### config.mk
export PLATFORM = sky130hd
export DESIGN_NAME = fft_result_collector
export DESIGN_NICKNAME = d
export VERILOG_FILES = /design/src/rtl/fft_result_collector.sv
export SDC_FILE = /design/constraint.sdc
export NUM_CORES = 1
export LEC_CHECK = 0
export ABC_AREA = 1
export CAP_MARGIN = 40
export CORE_ASPECT_RATIO = 0.9
export CORE_MARGIN = 1.5
export CORE_UTILIZATION = 62
export DETAILED_ROUTE_END_ITERATION = 10
export PLACE_DENSITY = 0.86
export SYNTH_ARGS = -nofsm -noshare
export SYNTH_HDL_FRONTEND = slang
export SYNTH_SLANG_ARGS = --single-unit
### constraint.sdc
create_clock -name clk -period 8.74 [get_ports clk]
set_clock_uncertainty 0.2 [all_clocks]
set_input_delay 1.748 -clock clk [delete_from_list [all_inputs] [get_ports clk]]
set_output_delay 1.748 -clock clk [all_outputs]
set_load 0.01 [all_outputs]
### src/rtl/fft_result_collector.sv
// ---------------------------------------------------------------------------
// fft_result_collector
//
// Watches the natural-order output stream of a 1024-point cfft and extracts
// two numbers per frame:
//   - DC_component : scaled magnitude of bin 0
//   - AC_component : scaled magnitude of the strongest bin in [BIN_LO, BIN_HI]
// Magnitudes use the alpha-max-plus-beta-min estimate max + min/2, and are
// reported as mag >> 3 (22 bits). One result set is published per complete
// frame of 1024 accepted samples, three clocks after the last sample.
//
// Ports
//   clk            system clock, rising edge
//   reset_n        synchronous active-low reset
//   frame_start    one-cycle pulse, aborts any partial frame
//   fft_out_valid  one cfft output sample present this cycle
//   fft_out_pos    bin index of the sample (data only, not used for framing)
//   Iout, Qout     signed 24-bit real / imaginary parts
//   AC_component   scaled in-band peak magnitude (held between reports)
//   DC_component   scaled bin-0 magnitude (held between reports)
//   peak_bin       bin index of the in-band peak (held between reports)
//   new_comp_DV    one-cycle pulse when the three result outputs update
//   pdb_done       one-cycle pulse with new_comp_DV, releases upstream buffer
//   overrun        sticky: a valid sample arrived while flushing/reporting
// ---------------------------------------------------------------------------
module fft_result_collector #(
    parameter int BIN_LO = 13,
    parameter int BIN_HI = 77
) (
    input  logic        clk,
    input  logic        reset_n,
    input  logic        frame_start,
    input  logic        fft_out_valid,
    input  logic [9:0]  fft_out_pos,
    input  logic [23:0] Iout,
    input  logic [23:0] Qout,
    output logic [21:0] AC_component,
    output logic [21:0] DC_component,
    output logic [9:0]  peak_bin,
    output logic        new_comp_DV,
    output logic        pdb_done,
    output logic        overrun
);

    localparam logic [9:0]  LO_BIN     = 10'(BIN_LO);
    localparam logic [9:0]  HI_BIN     = 10'(BIN_HI);
    localparam logic [10:0] LAST_COUNT = 11'd1023;

    typedef enum logic [1:0] {IDLE, COLLECT, FLUSH, REPORT} state_t;

    state_t      r_state;
    state_t      w_state_nxt;
    logic [10:0] r_count;
    logic        r_flush_cnt;

    // vld_pipe[0] qualifies S1, vld_pipe[1] qualifies S2
    logic [1:0]  r_vld_pipe;
    logic [23:0] r_s1_abs_i;
    logic [23:0] r_s1_abs_q;
    logic [9:0]  r_s1_pos;
    logic [24:0] r_s2_mag;
    logic [9:0]  r_s2_pos;

    logic [24:0] r_peak_mag;
    logic [9:0]  r_peak_bin;
    logic [24:0] r_dc_mag;

    logic        w_accept;
    logic        w_drop;
    logic        w_last;
    logic [23:0] w_max;
    logic [23:0] w_min;
    logic        w_in_band;

    // Two's-complement magnitude; 0x800000 maps onto itself, which as an
    // unsigned value is exactly 8388608.
    function automatic logic [23:0] f_abs(input logic [23:0] x);
        return x[23] ? (~x + 24'd1) : x;
    endfunction

    // A frame_start that coincides with a valid makes that sample the first
    // of the new frame, whatever state the collector was in.
    assign w_accept = fft_out_valid &&
                      (frame_start || r_state == IDLE || r_state == COLLECT);
    assign w_drop   = fft_out_valid && !frame_start &&
                      (r_state == FLUSH || r_state == REPORT);
    assign w_last   = !frame_start && fft_out_valid &&
                      r_state == COLLECT && r_count == LAST_COUNT;

    // ---------------- FSM ----------------
    always_ff @(posedge clk) begin
        if (!reset_n) r_state <= IDLE;
        else          r_state <= w_state_nxt;
    end

    always_comb begin
        w_state_nxt = r_state;
        if (frame_start) begin
            w_state_nxt = fft_out_valid ? COLLECT : IDLE;
        end else begin
            case (r_state)
                IDLE:    if (fft_out_valid) w_state_nxt = COLLECT;
                COLLECT: if (w_last)        w_state_nxt = FLUSH;
                FLUSH:   if (r_flush_cnt)   w_state_nxt = REPORT;
                REPORT:                     w_state_nxt = IDLE;
                default:                    w_state_nxt = IDLE;
            endcase
        end
    end

    // ---------------- counters ----------------
    always_ff @(posedge clk) begin
        if (!reset_n) begin
            r_count     <= '0;
            r_flush_cnt <= 1'b0;
        end else begin
            if (frame_start || r_state == IDLE)
                r_count <= fft_out_valid ? 11'd1 : 11'd0;
            else if (r_state == COLLECT && fft_out_valid)
                r_count <= r_count + 11'd1;
            // toggles 0 -> 1 -> 0 across the two FLUSH cycles
            r_flush_cnt <= (r_state == FLUSH) && !frame_start && !r_flush_cnt;
        end
    end

    // ---------------- S1 / S2 ----------------
    assign w_max = (r_s1_abs_i >= r_s1_abs_q) ? r_s1_abs_i : r_s1_abs_q;
    assign w_min = (r_s1_abs_i >= r_s1_abs_q) ? r_s1_abs_q : r_s1_abs_i;

    always_ff @(posedge clk) begin
        if (!reset_n) begin
            r_vld_pipe <= '0;
            r_s1_abs_i <= '0;
            r_s1_abs_q <= '0;
            r_s1_pos   <= '0;
            r_s2_mag   <= '0;
            r_s2_pos   <= '0;
        end else begin
            r_vld_pipe[0] <= w_accept;
            r_vld_pipe[1] <= r_vld_pipe[0] && !frame_start;
            if (w_accept) begin
                r_s1_abs_i <= f_abs(Iout);
                r_s1_abs_q <= f_abs(Qout);
                r_s1_pos   <= fft_out_pos;
            end
            r_s2_mag <= {1'b0, w_max} + {1'b0, (w_min >> 1)};
            r_s2_pos <= r_s1_pos;
        end
    end

    // ---------------- S3: running DC / peak ----------------
    assign w_in_band = (r_s2_pos >= LO_BIN) && (r_s2_pos <= HI_BIN);

    always_ff @(posedge clk) begin
        if (!reset_n || frame_start || r_state == IDLE) begin
            r_peak_mag <= '0;
            r_peak_bin <= LO_BIN;
            r_dc_mag   <= '0;
        end else if (r_vld_pipe[1]) begin
            if (r_s2_pos == 10'd0)
                r_dc_mag <= r_s2_mag;
            // strict compare: equal later bins never displace the first
            if (w_in_band && r_s2_mag > r_peak_mag) begin
                r_peak_mag <= r_s2_mag;
                r_peak_bin <= r_s2_pos;
            end
        end
    end

    // ---------------- outputs ----------------
    always_ff @(posedge clk) begin
        if (!reset_n) begin
            AC_component <= '0;
            DC_component <= '0;
            peak_bin     <= '0;
            new_comp_DV  <= 1'b0;
            pdb_done     <= 1'b0;
            overrun      <= 1'b0;
        end else begin
            new_comp_DV <= 1'b0;
            pdb_done    <= 1'b0;
            if (r_state == REPORT && !frame_start) begin
                AC_component <= r_peak_mag[24:3];
                DC_component <= r_dc_mag[24:3];
                peak_bin     <= r_peak_bin;
                new_comp_DV  <= 1'b1;
                pdb_done     <= 1'b1;
            end
            if (w_drop)
                overrun <= 1'b1;
        end
    end

endmodule

; Word-level counts from Yosys, hierarchy flattened
; Index checks and enable logic that the tools add are counted.
[word_totals]
register_bits = 225
in_bits = 62
out_inout_bits = 57
word_cells = 74
[classes]
bitwise_logic = 2
magnitude_cmp = 4
eq_ne = 7
reduce_logical = 26
muxes = 14
addsub = 4
[op_table]
columns = op, n
row1 = $mux 24, 4
row2 = $add 24x1->24 const B, 2
row3 = $not 24->24, 2
row4 = $add 24x23->25, 1
row5 = $gt 25x25->1, 1
row6 = $ge 24x24->1, 1
row7 = $mux 11, 2
row8 = $logic_and 1x1->1, 12
row9 = $add 11x1->11 const B, 1
row10 = $eq 11x10->1 const B, 1
row11 = $ge 10x4->1 const B, 1
row12 = $le 10x7->1 const B, 1
row13 = $logic_not 10->1, 1
row14 = $ne 3x3->1 const B, 3
row15 = $mux 2, 4
row16 = $pmux 2 s4, 1
row17 = $logic_or 1x1->1, 5
row18 = $eq 2x2->1 const B, 2
row19 = $reduce_and 2->1, 2
row20 = $logic_not 1->1, 3
row21 = $mux 1, 3
row22 = $reduce_and 3->1, 1
row23 = $eq 2x1->1 const B, 1
row24 = $logic_not 2->1, 1
row25 = $reduce_bool 2->1, 1

; Longest topological paths before layout
; Gate-level depths: netlist of the first run.
[logic_depth]
depth_word = 7
mapped_depth = 27
mapped_depth_nobuf = 25

; Worst setup path before layout of the first run
; OpenSTA, ideal clock, no wires.
[synth_timing]
kind = reg-to-reg
from = reg r_s1_abs_q[23]
to = reg r_s2_mag[16]
path_slack_ps = 5450
n_path_buf = 2
arrival_time_ps = 3032
setup_time_ps = 58
stages_incl_launch_ff = 22
path_cell_list = dfxtp_1 > inv_1 > ha_1 > nand2_1 > nor2_1 > nand4_1 > nor2_1 > nand2_1 > nand2_2 > buf_6 > buf_2 > a21oi_1 > ha_1 > fa_1 > nand3_1 > nand2_1 > a21oi_1 > inv_1 > nand2_1 > nand2_1 > a21oi_1 > o21a_1
[synth_via]
elab_chain_len = 3
word_cells_on_any_way = 4
[synth_lines]
columns = element, line
row1 = "start, declared", 59  ; logic [23:0] r_s1_abs_q;
row2 = "start signal, assigned", 143  ; r_s1_abs_q <= f_abs(Qout);
row3 = $ge 24x24->1 *, "127, 128"
row4 = "$mux 24, on equally long branches", "127, 128"
row5 = $add 24x23->25 *, 146  ; r_s2_mag <= {1'b0, w_max} + {1'b0, (w_min >> 1)};
row6 = "end signal, assigned", 146
row7 = "end, declared", 61  ; logic [24:0] r_s2_mag;
; Every way passes the cells marked *; elsewhere a longest branch is shown, timed or not.
; A chain may end at the register's enable or synchronous reset.

; Worst setup path after layout of the first run
[layout_timing]
from = reg r_s1_abs_q[7]
to = reg r_s2_mag[16]
[layout_via]
elab_chain_len = 3
word_cells_on_any_way = 4
[layout_lines]
columns = element, line
row1 = $ge 24x24->1, "127, 128"
row2 = "$mux 24, on equally long branches", "127, 128"
row3 = $add 24x23->25 *, 146
; Marked as above.

==> results of run 1 <==
==> state kept, by name, indices dropped and copies added (netlist names), 11 cells and up <==
register and count:
AC_component 22, DC_component 22, r_count 11, r_dc_mag 22, r_peak_mag 25, r_s1_abs_i 24
r_s1_abs_q 24, r_s2_mag 25
==> through the flow <==
step | setup WS (ps) | power [mW]
detailed placement | 4500 | 2.04
global placement | 4590 | 2.02
global route | 3930 | 3.29
floorplan | 5450 | 1.81
finish | 4370 | 3.11
CTS | 4440 | 3.11
==> area by class of cell <==
type | count | area share
Sequential cell | 222 | 0.318
Clock inverter | 12 | 0.0130
Tap cell | 245 | 0.0219
Multi-Input combinational cell | 1252 | 0.457
Inverter | 206 | 0.0555
Clock buffer | 29 | 0.0464
Timing Repair Buffer | 125 | 0.0879
==> logic make-up after synthesis <==
kind of cell | count (synthesis) | synth area share
AO/OA/AOI/OAI | 394 | 0.172
XOR/XNOR | 34 | 0.0249
adder cells (fa/ha/maj) | 80 | 0.0844
flip-flops | 222 | 0.372
buffers and inverters | 273 | 0.0938
AND/OR/NAND/NOR | 744 | 0.253
==> power by group through the flow <==
stage	logic (mW)	clock network, mW	registers, mW
after detailed placement	0.862	0	1.18
after global placement	0.842	0	1.18
after global routing	1.01	1.11	1.17
after floorplan	0.642	0	1.16
final	0.887	1.06	1.16
after CTS	0.877	1.07	1.16
==> layout by cell type, fill, tap and decap left out, drive strengths merged, types with 6 or more instances in the layout <==
| cell type | synthesis | final |
|---|---|---|
| nand4 | 10 | 10 |
| o21ai | 196 | 196 |
| o21a | 6 | 6 |
| clkinv | 2 | 7 |
| nor2 | 299 | 299 |
| nor3 | 22 | 22 |
| dfxtp | 222 | 222 |
| xnor2 | 9 | 9 |
| ha | 79 | 79 |
| nand3 | 65 | 65 |
| nand2 | 332 | 332 |
| a21oi | 160 | 160 |
| xor2 | 25 | 25 |
| o211ai | 8 | 8 |
| inv | 204 | 206 |
| buf | 32 | 8 |
| o22ai | 11 | 11 |
| clkbuf | 35 | 29 |
| clkdlybuf4s50 | 0 | 117 |
==> final timing paths <==
| kind | start | to | slack, ps | cells after the start |
|---|---|---|---|---|
| hold reg to reg | r_vld_pipe[0] | r_vld_pipe[1] | 220 | 2 |
| setup reg to reg | r_s1_abs_q[7] | r_s2_mag[16] | 4370 | 21 |
| hold / removal | r_vld_pipe[0] | r_vld_pipe[1] | 220 | 2 |
| setup / recovery | r_s1_abs_q[7] | r_s2_mag[16] | 4370 | 21 |
==> tightest hold or removal path, delay by kind of cell, from the launching register on <==
kind	cells	cell delay, ps
and+or+nand+nor	2	80
DFF	1	300
==> per-layer routing <==
layer	GRT usage	up-vias	routed length, µm	share of wire
li1	-	5805	-	-
met1	0.405	5226	13400	0.44
met2	0.531	408	14500	0.47
met3	0.0453	62	2050	0.067
met4	0.0941	0	796	0.026
met5	0	-	0	0
==> report_table.html, run 1 <==
<table>
<tr><th>Metric</th><th>Value</th></tr>
<tr><th colspan="2">Power</th></tr>
<tr><td>P_sw</td><td>1.06 mW</td></tr>
<tr><td>Internal power consumption</td><td>2.05 mW</td></tr>
<tr><td>Sequential share of power</td><td>0.374</td></tr>
<tr><td>Power per cell area</td><td>222 nW/µm²</td></tr>
<tr><td>Part of the total power dissipated in the clock network</td><td>0.341</td></tr>
<tr><td>Logic gate share of total power</td><td>0.285</td></tr>
<tr><td>Maximum vdd ir drop</td><td>0.183 mV</td></tr>
<tr><td>Sw frac</td><td>0.339</td></tr>
<tr><td>Leakage power of the design</td><td>6.54 nW</td></tr>
<tr><th colspan="2">Cells and area</th></tr>
<tr><td>Layout cell share with drive strength beyond 1</td><td>0.0368</td></tr>
<tr><td>Final instance count without filler cells</td><td>2,091</td></tr>
<tr><td>Filler cell count in the final layout</td><td>1,433</td></tr>
<tr><td>Synthesis-to-finish area growth</td><td>17.0%</td></tr>
<tr><td>Storage cell area</td><td>4440 µm²</td></tr>
<tr><td>Finished Core Util</td><td>0.750</td></tr>
<tr><td>Inserted Diodes</td><td>0</td></tr>
<tr><td>Area of all placed cells without fillers</td><td>14,000 µm²</td></tr>
<tr><td>Multi-input combinational cell area</td><td>6390 µm²</td></tr>
<tr><td>Final net count</td><td>1,972</td></tr>
<tr><th colspan="2">Yosys</th></tr>
<tr><td>Area fraction of the dominant cell type after synthesis</td><td>0.372</td></tr>
<tr><td>Most common library cells after synthesis</td><td>329 x nand2_1, 297 x nor2_1, 222 x dfxtp_1</td></tr>
<tr><td>Synthesized netlist net count</td><td>1,889</td></tr>
<tr><td>Most frequent cell after synthesis</td><td>nand2_1</td></tr>
<tr><td>Synth Flop Type</td><td>dfxtp_1</td></tr>
<tr><td>Post-synthesis sequential area ratio</td><td>0.372</td></tr>
<tr><td>Distinct cell type count after synthesis</td><td>46</td></tr>
<tr><td>Yosys Warn Count</td><td>0</td></tr>
<tr><td>Fraction of registers with async set or reset after synthesis</td><td>0</td></tr>
<tr><td>Mean instance size in the synthesized netlist</td><td>6.84 µm²</td></tr>
<tr><td>Count of flip-flops with a built-in enable after synthesis</td><td>0</td></tr>
<tr><td>Cell types occupying the most area after synthesis</td><td>dfxtp_1 37%, nand2_1 10%, nor2_1 9.3%</td></tr>
<tr><td>Synth Cell Area</td><td>11,900 µm²</td></tr>
<tr><td>Synthesized instance count</td><td>1,747</td></tr>
<tr><td>Area leader, netlist</td><td>dfxtp_1</td></tr>
<tr><td>Flip-flop and latch count after synthesis</td><td>222</td></tr>
<tr><th colspan="2">Critical path</th></tr>
<tr><td>Worst Path Max Fanout</td><td>54</td></tr>
<tr><td>Cell chain of the critical path</td><td>inv_1, ha_1, nand2_1, nor2_1, and2_1, nor2_1, nand3_1, nand2_1, nand2_2, buf_4, a21oi_1, ha_1, fa_1, nand3_1, nand2_1, a21oi_1, inv_1, nand2_1, nand2_1, a21oi_1, o21a_1</td></tr>
<tr><td>CP dominant cell by count</td><td>nand2_1</td></tr>
<tr><td>WS Path Type</td><td>flop to flop</td></tr>
<tr><td>Arrival @ worst endpoint</td><td>4620 ps</td></tr>
<tr><td>Required @ worst endpoint</td><td>8990 ps</td></tr>
<tr><td>CP delay by family, top</td><td>simple AND/OR/NAND/NOR gates</td></tr>
<tr><td>Crit. End Element</td><td>flop</td></tr>
<tr><td>Slowest cell delay on critical path</td><td>500 ps</td></tr>
<tr><td>CP max stage cell</td><td>buf_4</td></tr>
<tr><td>Critical Path Start Type</td><td>flop</td></tr>
<tr><td>Buffers plus inverters on the worst setup path</td><td>3</td></tr>
<tr><th colspan="2">Route</th></tr>
<tr><td>TritonRoute pass-1 iters</td><td>6</td></tr>
<tr><td>Post-route DRC violation count</td><td>0</td></tr>
<tr><td>DR WL/cell</td><td>14.7 µm</td></tr>
<tr><td>Total number of vias</td><td>11.5k</td></tr>
<tr><td>Aggregate routed wire length</td><td>30,800 µm</td></tr>
<tr><td>DRC violation total after the first TritonRoute iteration</td><td>864</td></tr>
<tr><td>Via density per instance</td><td>5.50</td></tr>
<tr><td>Final antenna-violating net count</td><td>0</td></tr>
<tr><th colspan="2">Floorplanning</th></tr>
<tr><td>Initial core utilization</td><td>0.641</td></tr>
<tr><td>Die Area</td><td>20,100 µm²</td></tr>
<tr><td>Die span in x</td><td>149 µm</td></tr>
<tr><td>Row cnt</td><td>47</td></tr>
<tr><td>Std-Cell Core Area</td><td>18,600 µm²</td></tr>
<tr><td>Die H</td><td>135 µm</td></tr>
<tr><td>Ports placed on the boundary</td><td>119</td></tr>
<tr><th colspan="2">Clocking</th></tr>
<tr><td>Post-CTS setup repair buffer count</td><td>0</td></tr>
<tr><td>Maximum clock insertion buffer count</td><td>3</td></tr>
<tr><td>Clock transition at the registers of the reported paths</td><td>70 ps</td></tr>
<tr><td>CTS H-Tree Depth</td><td>1</td></tr>
<tr><td>Hold-fix buffers at CTS</td><td>0</td></tr>
<tr><td>Source-to-sink clock delay at the later pin of the worst-skew pair</td><td>530 ps</td></tr>
<tr><td>Buffer type at the clock tree root</td><td>clkbuf_16</td></tr>
<tr><td>Inserted Clock Buffers</td><td>23</td></tr>
<tr><td>TritonCTS clock tree</td><td>done</td></tr>
<tr><td>Post-cts resize count</td><td>0</td></tr>
<tr><td>Clock sinks</td><td>222</td></tr>
<tr><th colspan="2">Placement</th></tr>
<tr><td>Detailed Place HPWL</td><td>22,200 µm</td></tr>
<tr><td>DP Area</td><td>13,100 µm²</td></tr>
<tr><td>Post-placement cell count</td><td>2,050</td></tr>
<tr><td>Count of input and output buffers</td><td>118</td></tr>
<tr><td>Global placer's final weighted congestion</td><td>0.944</td></tr>
<tr><th colspan="2">Timing</th></tr>
<tr><td>Pin slew with the least headroom to its limit</td><td>763 ps</td></tr>
<tr><td>Setup repair after global routing missed its margin</td><td>no</td></tr>
<tr><td>Fmax achieved</td><td>0.229 GHz</td></tr>
<tr><td>Number of endpoints with negative hold slack in the final report</td><td>0</td></tr>
<tr><td>Worst relative slew slack</td><td>0.490</td></tr>
<tr><td>Total negative slack for setup checks</td><td>0 ps</td></tr>
<tr><td>Min cycle time layout</td><td>4370 ps</td></tr>
<tr><td>Period utilization</td><td>0.500</td></tr>
<tr><td>Setup violators final</td><td>0</td></tr>
<tr><td>Max Slew Vio Count</td><td>0</td></tr>
<tr><td>Final worst hold slack</td><td>218 ps</td></tr>
<tr><th colspan="2">Global route</th></tr>
<tr><td>Initial antenna violation count</td><td>0</td></tr>
<tr><td>Largest net degree at the start of global routing</td><td>83</td></tr>
<tr><td>Overflow left after global routing</td><td>0</td></tr>
<tr><td>Combined global-route utilization of all metal layers</td><td>0.310</td></tr>
<tr><td>First-pass GRT wire length</td><td>50,900 µm</td></tr>
<tr><td>Vias in the first global route</td><td>10.8k</td></tr>
<tr><th colspan="2">Status</th></tr>
<tr><td>Result of the run</td><td>finished, final reports clean</td></tr>
<tr><th colspan="2">Min path</th></tr>
<tr><td>Min-Delay Path Class</td><td>flop to flop</td></tr>
<tr><th colspan="2">Job</th></tr>
<tr><td>Max Cap Viol</td><td>0</td></tr>
</table>
Power figures use the tool's default switching activity.
==> inputs of run 2 (changes only) <==
--- a/config.mk
+++ b/config.mk
@@ -9,9 +9,9 @@
 export CAP_MARGIN = 40
 export CORE_ASPECT_RATIO = 0.9
 export CORE_MARGIN = 1.5
-export CORE_UTILIZATION = 62
+export CORE_UTILIZATION = 58
 export DETAILED_ROUTE_END_ITERATION = 10
-export PLACE_DENSITY = 0.86
+export PLACE_DENSITY = 0.81
 export SYNTH_ARGS = -nofsm -noshare
 export SYNTH_HDL_FRONTEND = slang
 export SYNTH_SLANG_ARGS = --single-unit
==> constraint.sdc (replaced) <==
create_clock -name clk -period 4.45 [get_ports clk]
set_clock_uncertainty 0.2 [all_clocks]
set_input_delay 0.89 -clock clk [delete_from_list [all_inputs] [get_ports clk]]
set_output_delay 0.89 -clock clk [all_outputs]
set_load 0.01 [all_outputs]
==> run 2 against run 1 <==
Sequential power is 99% higher. Via count shrank 0.23%. Worst setup slack worse by 3800 ps. Clock-buffer cell count rose by 3. Clock power grew 76%. First-iteration DRC count fell by 7.5%. Maximum frequency up 12%. Die area grew 6.7%. Largest power group unchanged. Non-clock buffer count grew 7. Hold slack worse by 2.4 ps. Register-to-register slack lost 3800 ps.
==> report_table.html, run 2 (synthesis results as in run 1) <==
<table>
<tr><th>Metric</th><th>Value</th></tr>
<tr><th colspan="2">Power</th></tr>
<tr><td>Part of the total power dissipated in the clock network</td><td>0.314</td></tr>
<tr><td>Sw frac</td><td>0.352</td></tr>
<tr><td>Logic gate share of total power</td><td>0.296</td></tr>
<tr><td>Leakage power of the design</td><td>6.52 nW</td></tr>
<tr><td>Internal power consumption</td><td>3.85 mW</td></tr>
<tr><td>P_sw</td><td>2.09 mW</td></tr>
<tr><td>Maximum vdd ir drop</td><td>0.295 mV</td></tr>
<tr><td>Power per cell area</td><td>426 nW/µm²</td></tr>
<tr><td>Sequential share of power</td><td>0.389</td></tr>
<tr><th colspan="2">Route</th></tr>
<tr><td>DR WL/cell</td><td>15.2 µm</td></tr>
<tr><td>TritonRoute pass-1 iters</td><td>6</td></tr>
<tr><td>Final antenna-violating net count</td><td>0</td></tr>
<tr><td>DRC violation total after the first TritonRoute iteration</td><td>799</td></tr>
<tr><td>Via density per instance</td><td>5.44</td></tr>
<tr><td>Total number of vias</td><td>11.5k</td></tr>
<tr><td>Post-route DRC violation count</td><td>0</td></tr>
<tr><td>Aggregate routed wire length</td><td>32,100 µm</td></tr>
<tr><th colspan="2">Timing</th></tr>
<tr><td>Max Slew Vio Count</td><td>0</td></tr>
<tr><td>Min cycle time layout</td><td>3920 ps</td></tr>
<tr><td>Setup repair after global routing missed its margin</td><td>no</td></tr>
<tr><td>Fmax achieved</td><td>0.255 GHz</td></tr>
<tr><td>Number of endpoints with negative hold slack in the final report</td><td>0</td></tr>
<tr><td>Slack of the critical path</td><td>533 ps</td></tr>
<tr><td>Period utilization</td><td>0.880</td></tr>
<tr><td>Total negative slack for setup checks</td><td>0 ps</td></tr>
<tr><td>Worst relative slew slack</td><td>0.477</td></tr>
<tr><td>Setup violators final</td><td>0</td></tr>
<tr><td>Pin slew with the least headroom to its limit</td><td>782 ps</td></tr>
<tr><th colspan="2">Job</th></tr>
<tr><td>Max Cap Viol</td><td>0</td></tr>
<tr><th colspan="2">Clocking</th></tr>
<tr><td>CTS H-Tree Depth</td><td>1</td></tr>
<tr><td>Buffer type at the clock tree root</td><td>clkbuf_16</td></tr>
<tr><td>Source-to-sink clock delay at the later pin of the worst-skew pair</td><td>530 ps</td></tr>
<tr><td>Clock transition at the registers of the reported paths</td><td>60 ps</td></tr>
<tr><td>TritonCTS clock tree</td><td>done</td></tr>
<tr><td>Maximum clock insertion buffer count</td><td>3</td></tr>
<tr><td>Post-cts resize count</td><td>0</td></tr>
<tr><td>Post-CTS setup repair buffer count</td><td>0</td></tr>
<tr><td>Inserted Clock Buffers</td><td>23</td></tr>
<tr><td>Clock sinks</td><td>222</td></tr>
<tr><td>Hold-fix buffers at CTS</td><td>0</td></tr>
<tr><th colspan="2">Floorplanning</th></tr>
<tr><td>Die H</td><td>139 µm</td></tr>
<tr><td>Die span in x</td><td>154 µm</td></tr>
<tr><td>Initial core utilization</td><td>0.594</td></tr>
<tr><td>Row cnt</td><td>49</td></tr>
<tr><td>Ports placed on the boundary</td><td>119</td></tr>
<tr><td>Die Area</td><td>21,500 µm²</td></tr>
<tr><td>Std-Cell Core Area</td><td>20,100 µm²</td></tr>
<tr><th colspan="2">Critical path</th></tr>
<tr><td>CP max stage cell</td><td>ha_1</td></tr>
<tr><td>CP delay by family, top</td><td>simple AND/OR/NAND/NOR gates</td></tr>
<tr><td>Buffers plus inverters on the worst setup path</td><td>3</td></tr>
<tr><td>Worst Path Max Fanout</td><td>25</td></tr>
<tr><td>Critical Path Start Type</td><td>flop</td></tr>
<tr><td>WS Path Type</td><td>flop to flop</td></tr>
<tr><td>Arrival @ worst endpoint</td><td>4140 ps</td></tr>
<tr><td>Cell chain of the critical path</td><td>inv_1, ha_1, nand2_1, nor2_1, and2_1, nor2_1, nand3_1, nand2_1, nand2_2, buf_4, nand2_1, o21ai_0, ha_1, nand2_1, nor3_1, nand2_1, inv_1, nand3_1, nand3_1, nand3_1, nand2_1, nor2_1</td></tr>
<tr><td>Crit. End Element</td><td>flop</td></tr>
<tr><td>Slowest cell delay on critical path</td><td>450 ps</td></tr>
<tr><td>CP dominant cell by count</td><td>nand2_1</td></tr>
<tr><td>Required @ worst endpoint</td><td>4670 ps</td></tr>
<tr><th colspan="2">Global route</th></tr>
<tr><td>Combined global-route utilization of all metal layers</td><td>0.300</td></tr>
<tr><td>Largest net degree at the start of global routing</td><td>74</td></tr>
<tr><td>Vias in the first global route</td><td>10.8k</td></tr>
<tr><td>Initial antenna violation count</td><td>0</td></tr>
<tr><td>First-pass GRT wire length</td><td>52,700 µm</td></tr>
<tr><td>Overflow left after global routing</td><td>0</td></tr>
<tr><th colspan="2">Cells and area</th></tr>
<tr><td>Synthesis-to-finish area growth</td><td>16.8%</td></tr>
<tr><td>Leading registers by flop count</td><td>r_peak_mag x25, r_s2_mag x25</td></tr>
<tr><td>Layout cell share with drive strength beyond 1</td><td>0.0383</td></tr>
<tr><td>Inserted Diodes</td><td>0</td></tr>
<tr><td>Commonest cells after routing, fill and taps aside</td><td>329 x nand2_1, 296 x nor2_1, 222 x dfxtp_1</td></tr>
<tr><td>Most common cell after layout, fill and taps aside</td><td>nand2_1</td></tr>
<tr><td>Final net count</td><td>1,979</td></tr>
<tr><th colspan="2">Placement</th></tr>
<tr><td>Worst setup slack after placement</td><td>607 ps</td></tr>
<tr><td>Global placer's final weighted congestion</td><td>0.910</td></tr>
<tr><td>Count of input and output buffers</td><td>118</td></tr>
<tr><td>Detailed Place HPWL</td><td>23,800 µm</td></tr>
<tr><th colspan="2">Status</th></tr>
<tr><td>Result of the run</td><td>finished, final reports clean</td></tr>
<tr><th colspan="2">Min path</th></tr>
<tr><td>Min-Delay Path Class</td><td>flop to flop</td></tr>
</table>
## run 2: stage by stage
stage	util	hold slack, ps	power (mW)	instances	area (µm²)
after floorplan	-	195	3.55	1747	11900
after global placement	0.657	200	4.04	2067	13200
after detailed placement	0.657	212	4.07	2067	13200
after CTS	0.693	219	5.94	2109	13900
after global routing	0.693	235	6.28	2109	13900
final	0.693	215	5.94	2109	13900
## run 2: final timing paths
kind / start / endpoint / slack [ps] / depth (start not counted)
setup / recovery: r_s1_abs_q[3] / r_s2_mag[23] / 530 / 22
hold / removal: r_vld_pipe[0] / r_vld_pipe[1] / 220 / 2
setup reg to reg: r_s1_abs_q[3] / r_s2_mag[23] / 530 / 22
hold reg to reg: r_vld_pipe[0] / r_vld_pipe[1] / 220 / 2
## run 2: worst reg2reg max path: cells and delay by family, from the launching register on
kind	cells	cell delay, ps
buffers and inverters	3	460
AO/OA/AOI/OAI	1	130
flip-flops	1	320
adder cells (fa/ha/maj)	2	750
AND/OR/NAND/NOR	16	1930
## run 2: cell type report
class	count	area (µm²)
Inverter	206	776
Multi-Input combinational cell	1252	6390
Sequential cell	222	4440
Clock inverter	10	92.6
Timing Repair Buffer	132	1280
Fill cell	1719	6170
Tap cell	255	319
Clock buffer	32	639
## run 2: power by group through the flow
stage               Combinational [mW]  Sequential [mW]  Clock [mW]
floorplan                         1.26             2.29           0
global placement                  1.70             2.34           0
detailed placement                1.73             2.34           0
CTS                               1.74             2.30        1.89
global route                      1.99             2.32        1.97
finish                            1.76             2.31        1.87
## run 2: routing by layer
metal / GRT usage / part of all wire / vias up
li1: - / - / 5846
met1: 0.399 / 0.45 / 5221
met2: 0.504 / 0.46 / 340
met3: 0.0409 / 0.061 / 67
met4: 0.101 / 0.031 / 0
met5: 0 / 0 / -
==> variant 1 (flow settings as in run 2) <==
Reset style: asynchronous (`reset_n`), changed in 4 clocked blocks. Comments in the files are not updated.
--- a/src/rtl/fft_result_collector.sv
+++ b/src/rtl/fft_result_collector.sv
@@ -88,7 +88,7 @@
                       r_state == COLLECT && r_count == LAST_COUNT;
 
     // ---------------- FSM ----------------
-    always_ff @(posedge clk) begin
+    always_ff @(posedge clk or negedge reset_n) begin
         if (!reset_n) r_state <= IDLE;
         else          r_state <= w_state_nxt;
     end
@@ -109,7 +109,7 @@
     end
 
     // ---------------- counters ----------------
-    always_ff @(posedge clk) begin
+    always_ff @(posedge clk or negedge reset_n) begin
         if (!reset_n) begin
             r_count     <= '0;
             r_flush_cnt <= 1'b0;
@@ -127,7 +127,7 @@
     assign w_max = (r_s1_abs_i >= r_s1_abs_q) ? r_s1_abs_i : r_s1_abs_q;
     assign w_min = (r_s1_abs_i >= r_s1_abs_q) ? r_s1_abs_q : r_s1_abs_i;
 
-    always_ff @(posedge clk) begin
+    always_ff @(posedge clk or negedge reset_n) begin
         if (!reset_n) begin
             r_vld_pipe <= '0;
             r_s1_abs_i <= '0;
@@ -168,7 +168,7 @@
     end
 
     // ---------------- outputs ----------------
-    always_ff @(posedge clk) begin
+    always_ff @(posedge clk or negedge reset_n) begin
         if (!reset_n) begin
             AC_component <= '0;
             DC_component <= '0;
Function: no difference found for any inputs over 10 cycles, from zero or initial values and one cycle with reset_n low; that may be too few to reach the edited logic, so the function may still have changed.
==> variant 1 against run 2 <==
  * Global-route usage down 3.2 points
  * Routed wire length down 11%
  * Critical endpoint is now r_s2_mag[17]
  * Final area up 3.7%
  * Sequential cell count unchanged
  * Critical path type unchanged
  * Sequential share of layout area up 4.6 points
  * Area after synthesis up 3.1%
  * Non-clock buffer count up 6
  * Setup slack worse by 0.059 ns
  * First-iteration DRC count up 6.4%
Power is not compared: it rests on default switching activity, and its combinational part moved more than twofold at a synthesized area within 25%.
==> variant 1: results (changes against run 2) <==
[outcome]
status = complete, no violations

[synthesis]
synthXorXnorAreaFrac_pct = 2.92  ; +0.42 points
synth_top_cells_by_area = dfrtp_1 34%, nand2_1 13%, dfxtp_1 9.3%
synth_commonest_cells = 440 x nand2_1, 168 x inv_1, 165 x dfrtp_1, 147 x nor2_1, 136 x o21ai_0
avgSynthCellArea_sq_um = 7.58  ; +11%
synthDistinctLibCells = 48  ; +4.3%
ys_async_sr_fraction_pct = 74.3  ; +74 points
synth_fp_nets = 1766  ; -6.5%
synth-compound-area-share_pct = 13.3  ; -3.9 points
synth-seq-area-share_pct = 42.8  ; +5.6 points
synth_adder_area_share_pct = 8.19  ; -0.25 points

[timing]
worst_slew_pin_slew_ns = 0.783  ; +0.000699 ns

[routing]
vias_per_cell = 5.32  ; -2.1%
drt_iter0_drc = 850  ; +6.4%
drt-wirelength-per-cell_um = 14.1  ; -7.6%
dr.pass1.iters = 5  ; -1

[placement]
dpl.hpwl_mm = 21.6  ; -9.5%
dp.cells = 1986  ; -3.9%

[critical_path]
path_max_fanout = 51  ; +100%
crit_arrival_ns = 4.21  ; +0.07 ns
r2r_slack_ns = 0.47  ; -0.06 ns

[layout]
drive_gt1_share_pct = 4.25  ; +0.42 points

[global_route]
grt_max_degree = 62  ; -16%
grt_pass1_wl_mm = 48.2  ; -8.5%
grt_usage_pct = 26.8  ; -3.2 points

[worst_hold_path]
min-delay-path-class = in2async

[variant 1: logic make-up after synthesis]
kind of cell | count (synthesis)
fa+ha+maj | 80
buf+inv | 233
compound gates | 312
simple gates | 736
flops | 222
xor+xnor | 41
[variant 1: per-layer routing]
metal / vias to the layer above / part of all wire (%) / global-route usage (%)
li1: 5484 / - / -
met1: 4991 / 47 / 37.4
met2: 264 / 47 / 44.8
met3: 47 / 4.1 / 2.89
met4: 0 / 2.5 / 6.57
met5: - / 0 / 0
[variant 1: worst paths after layout]
kind                                    to  depth (start not counted)
setup / recovery              r_s2_mag[17]                         19
hold / removal             AC_component[7]                          1
setup reg to reg              r_s2_mag[17]                         19
hold reg to reg                r_s2_pos[2]                          0
max in group asynchronous      r_s1_pos[8]                          3
min in group clk               r_s2_pos[2]                          0
[variant 1: power by group through the flow]
| stage | combinational [mW] | sequential, mW | clock [mW] |
|---|---|---|---|
| 2_1_floorplan | 5.16 | 2.83 | 0 |
| 3_3_place_gp | 6.60 | 2.90 | 0 |
| 3_5_place_dp | 6.69 | 2.92 | 0 |
| 4_1_cts | 6.75 | 2.89 | 1.90 |
| 5_1_grt | 7.77 | 2.94 | 1.98 |
| 6_report | 6.79 | 2.89 | 1.87 |
[variant 1: area by class of cell]
| cell class | count | area [sq um] |
|---|---|---|
| well taps | 286 | 358 |
| fillers | 1758 | 6370 |
| multi-input cells | 1169 | 6060 |
| flip-flops and latches | 222 | 5270 |
| clock buffers | 31 | 646 |
| inverters | 171 | 642 |
| clock inverters | 9 | 91.3 |
| repair buffers | 138 | 1390 |
[variant 1: critical path, cell delays in order (launching register included)]
cell     delay (ns)
dfrtp_1        0.41
ha_1           0.32
nand2_1        0.10
nor2_1         0.05
and2_1         0.15
nor2_1         0.10
nand3_1        0.11
nand2_1        0.14
nand2_4        0.26
buf_4          0.25
nand2_1        0.04
o21ai_0        0.11
ha_1           0.43
nand2_1        0.12
nor2_1         0.17
inv_1          0.09
nor3_1         0.31
nand4_1        0.19
nand3_1        0.13
xor2_1         0.17
[variant 1: stage by stage]
step	power (mW)	cell area (sq um)	utilization, %	hold slack (ns)	setup WS, ns
floorplan	7.99	12300	-	0.154	1.12
global placement	9.49	13600	65.4	0.159	0.295
detailed placement	9.61	13700	65.9	0.164	0.289
CTS	11.5	14500	69.4	0.0923	0.236
global route	12.7	14500	69.4	0.115	0.161
finish	11.6	14500	69.4	0.0840	0.474
==> variant 2 (flow settings as in run 2) <==
Without the edit above. The parameter `BIN_LO` goes from 13 to 6.
--- a/src/rtl/fft_result_collector.sv
+++ b/src/rtl/fft_result_collector.sv
@@ -24,7 +24,7 @@
 //   overrun        sticky: a valid sample arrived while flushing/reporting
 // ---------------------------------------------------------------------------
 module fft_result_collector #(
-    parameter int BIN_LO = 13,
+    parameter int BIN_LO = 6,
     parameter int BIN_HI = 77
 ) (
     input  logic        clk,
Behaviour: same outputs for any inputs over 10 cycles, from zero or initial values and one cycle with reset_n low; that may be too few to reach the edited logic, so the function may still have changed.
==> variant 2 against run 2 <==
  * Combinational power increased by 28%
  * Power is 13% higher
  * Critical endpoint is now r_s2_mag[20]
  * Routed wire length decreased by 4.4%
  * Area after synthesis up 0.68%
  * Sequential cell count is the same
  * Utilization increased by 1.0 points
  * Cell count hardly changed
  * Sequential power grew 2%
  * Setup slack worse by 0.033 ns
  * Final area up 1.8%
  * Largest power group unchanged
==> variant 2: results (changes against run 2) <==
[outcome]
status = complete, no violations

[global_route]
grt_pass1_wl_mm = 51.1  ; -3.0%
antenna_found_initial = 0  ; unchanged
grt_max_degree = 122  ; +65%
grt_pass1_vias = 10591  ; -1.5%
grt_usage_pct = 28.6  ; -1.4 points

[run]
drv_cap = 0  ; unchanged

[power]
vdd_drop_max_mv = 0.291  ; -1.6%
power_report.internal_total_mw = 4.28  ; +11%
leakage_nw = 6.52  ; about the same

[placement]
gp_congestion = 0.947  ; +4.1%
preCtsSetupSlack_ns = 0.570  ; -0.0366 ns
dpl.hpwl_mm = 22.8  ; -4.3%
port-buffer-count = 118  ; unchanged

[layout]
drive_gt1_share_pct = 5.08  ; +1.2 points
largestRegisters = r_peak_mag x25, r_s2_mag x25
diodes = 0  ; unchanged
nets = 1977  ; -0.10%

[synthesis]
yosysWarningCount = 0  ; unchanged
synth_commonest_cells = 326 x nand2_1, 263 x nor2_1, 222 x dfxtp_1, 211 x inv_1, 181 x a21oi_1
synth-seq-area-share_pct = 37.0  ; -0.25 points
synthFlopType = dfxtp_1
synthDistinctLibCells = 43  ; -6.5%
synth_fp_nets = 1890  ; +0.053%
synth_top_cells_by_area = dfxtp_1 37%, nand2_1 10%, ha_1 8.2%
ys_async_sr_fraction_pct = 0  ; unchanged

[routing]
via_count = 11462  ; -0.10%
detail_route.wirelength_mm = 30.7  ; -4.4%
dr.pass1.iters = 5  ; -1
drt_iter0_drc = 937  ; +17%

[timing]
slew_headroom_pct = 50.6  ; +2.9 points
period_needed_ns = 3.95  ; +0.0334 ns
hold_viol = 0  ; unchanged

[critical_path]
path_max_fanout = 31  ; +24%
crit_arrival_ns = 4.14  ; about the same
r2r-end = r_s2_mag[20]
end_kind = register
r2r_slack_ns = 0.50  ; -0.03 ns
cp_slowest_cell = ha_1
slowest_delay_ns = 0.37  ; -0.08 ns
reg2reg_depth = 18  ; -18%
crit_start = r_s1_abs_q[7]

[clocking]
insertion_delay_ns = 0.52
cts_buffers = 24  ; +4.3%
cts_htree_levels = 1  ; unchanged
clk_pin_slew_ns = 0.06  ; about the same
cts.path.max_buffers = 3  ; unchanged
post_cts_buffers = 0  ; unchanged
cts_resized = 0  ; unchanged
cts_root_buf = clkbuf_16

[worst_hold_path]
min-delay-path-class = reg2reg

[variant 2: area by class of cell]
type	instances	area, sq um
multi-input combinational	1240	6450
fill	1732	5980
sequential	222	4440
timing repair buffer	131	1320
inverter	216	811
clock buffer	32	702
tap	255	319
clock inverter	11	145
[variant 2: power groups by stage]
stage                     Combinational (mW)  Clock, mW  Sequential (mW)
after global placement                  2.17          0             2.39
after CTS                               2.23       2.13             2.35
after floorplan                         1.62          0             2.34
final                                   2.26       2.09             2.35
after global routing                    2.57       2.19             2.37
after detailed placement                2.21          0             2.39
[variant 2: worst min-delay path by stage]
stage / from / end / slack (ns) / depth (start not counted)
finish: r_vld_pipe[0] / r_vld_pipe[1] / 0.22 / 2
global route: r_vld_pipe[0] / r_vld_pipe[1] / 0.24 / 2
CTS: r_s1_pos[7] / r_s2_pos[7] / 0.23 / 2
detailed placement: r_vld_pipe[0] / r_vld_pipe[1] / 0.22 / 2
global placement: r_vld_pipe[0] / r_vld_pipe[1] / 0.20 / 2
floorplan: r_vld_pipe[0] / r_vld_pipe[1] / 0.20 / 2
[variant 2: per-stage QoR]
step / area [sq um] / std cells / power (mW)
floorplan: 12000 / 1748 / 3.96
global placement: 13300 / 2063 / 4.57
detailed placement: 13300 / 2064 / 4.60
CTS: 14200 / 2107 / 6.71
global route: 14200 / 2107 / 7.13
finish: 14200 / 2107 / 6.70
[variant 2: kinds of logic after synthesis]
group | Yosys count | synth area share, %
AND/OR/NAND/NOR | 721 | 25.0
XOR/XNOR | 30 | 2.19
flip-flops | 222 | 37.0
buffers and inverters | 286 | 9.59
AO/OA/AOI/OAI | 409 | 17.9
adder cells (fa/ha/maj) | 80 | 8.39
[variant 2: layer usage]
metal / global-route usage [%] / vias up / wire [um]
met5: 0 / - / 0
met4: 9.21 / 0 / 938
met3: 3.83 / 59 / 1890
met2: 47.0 / 370 / 13700
met1: 39.1 / 5184 / 14200
li1: - / 5849 / -
[variant 2: critical path: cells and delay by family, from the launching register on]
family,cells,cell delay [ns]
fa+ha+maj,2,0.67
compound gates,6,1.08
buf+inv,2,0.41
simple gates,8,1.13
flops,1,0.32
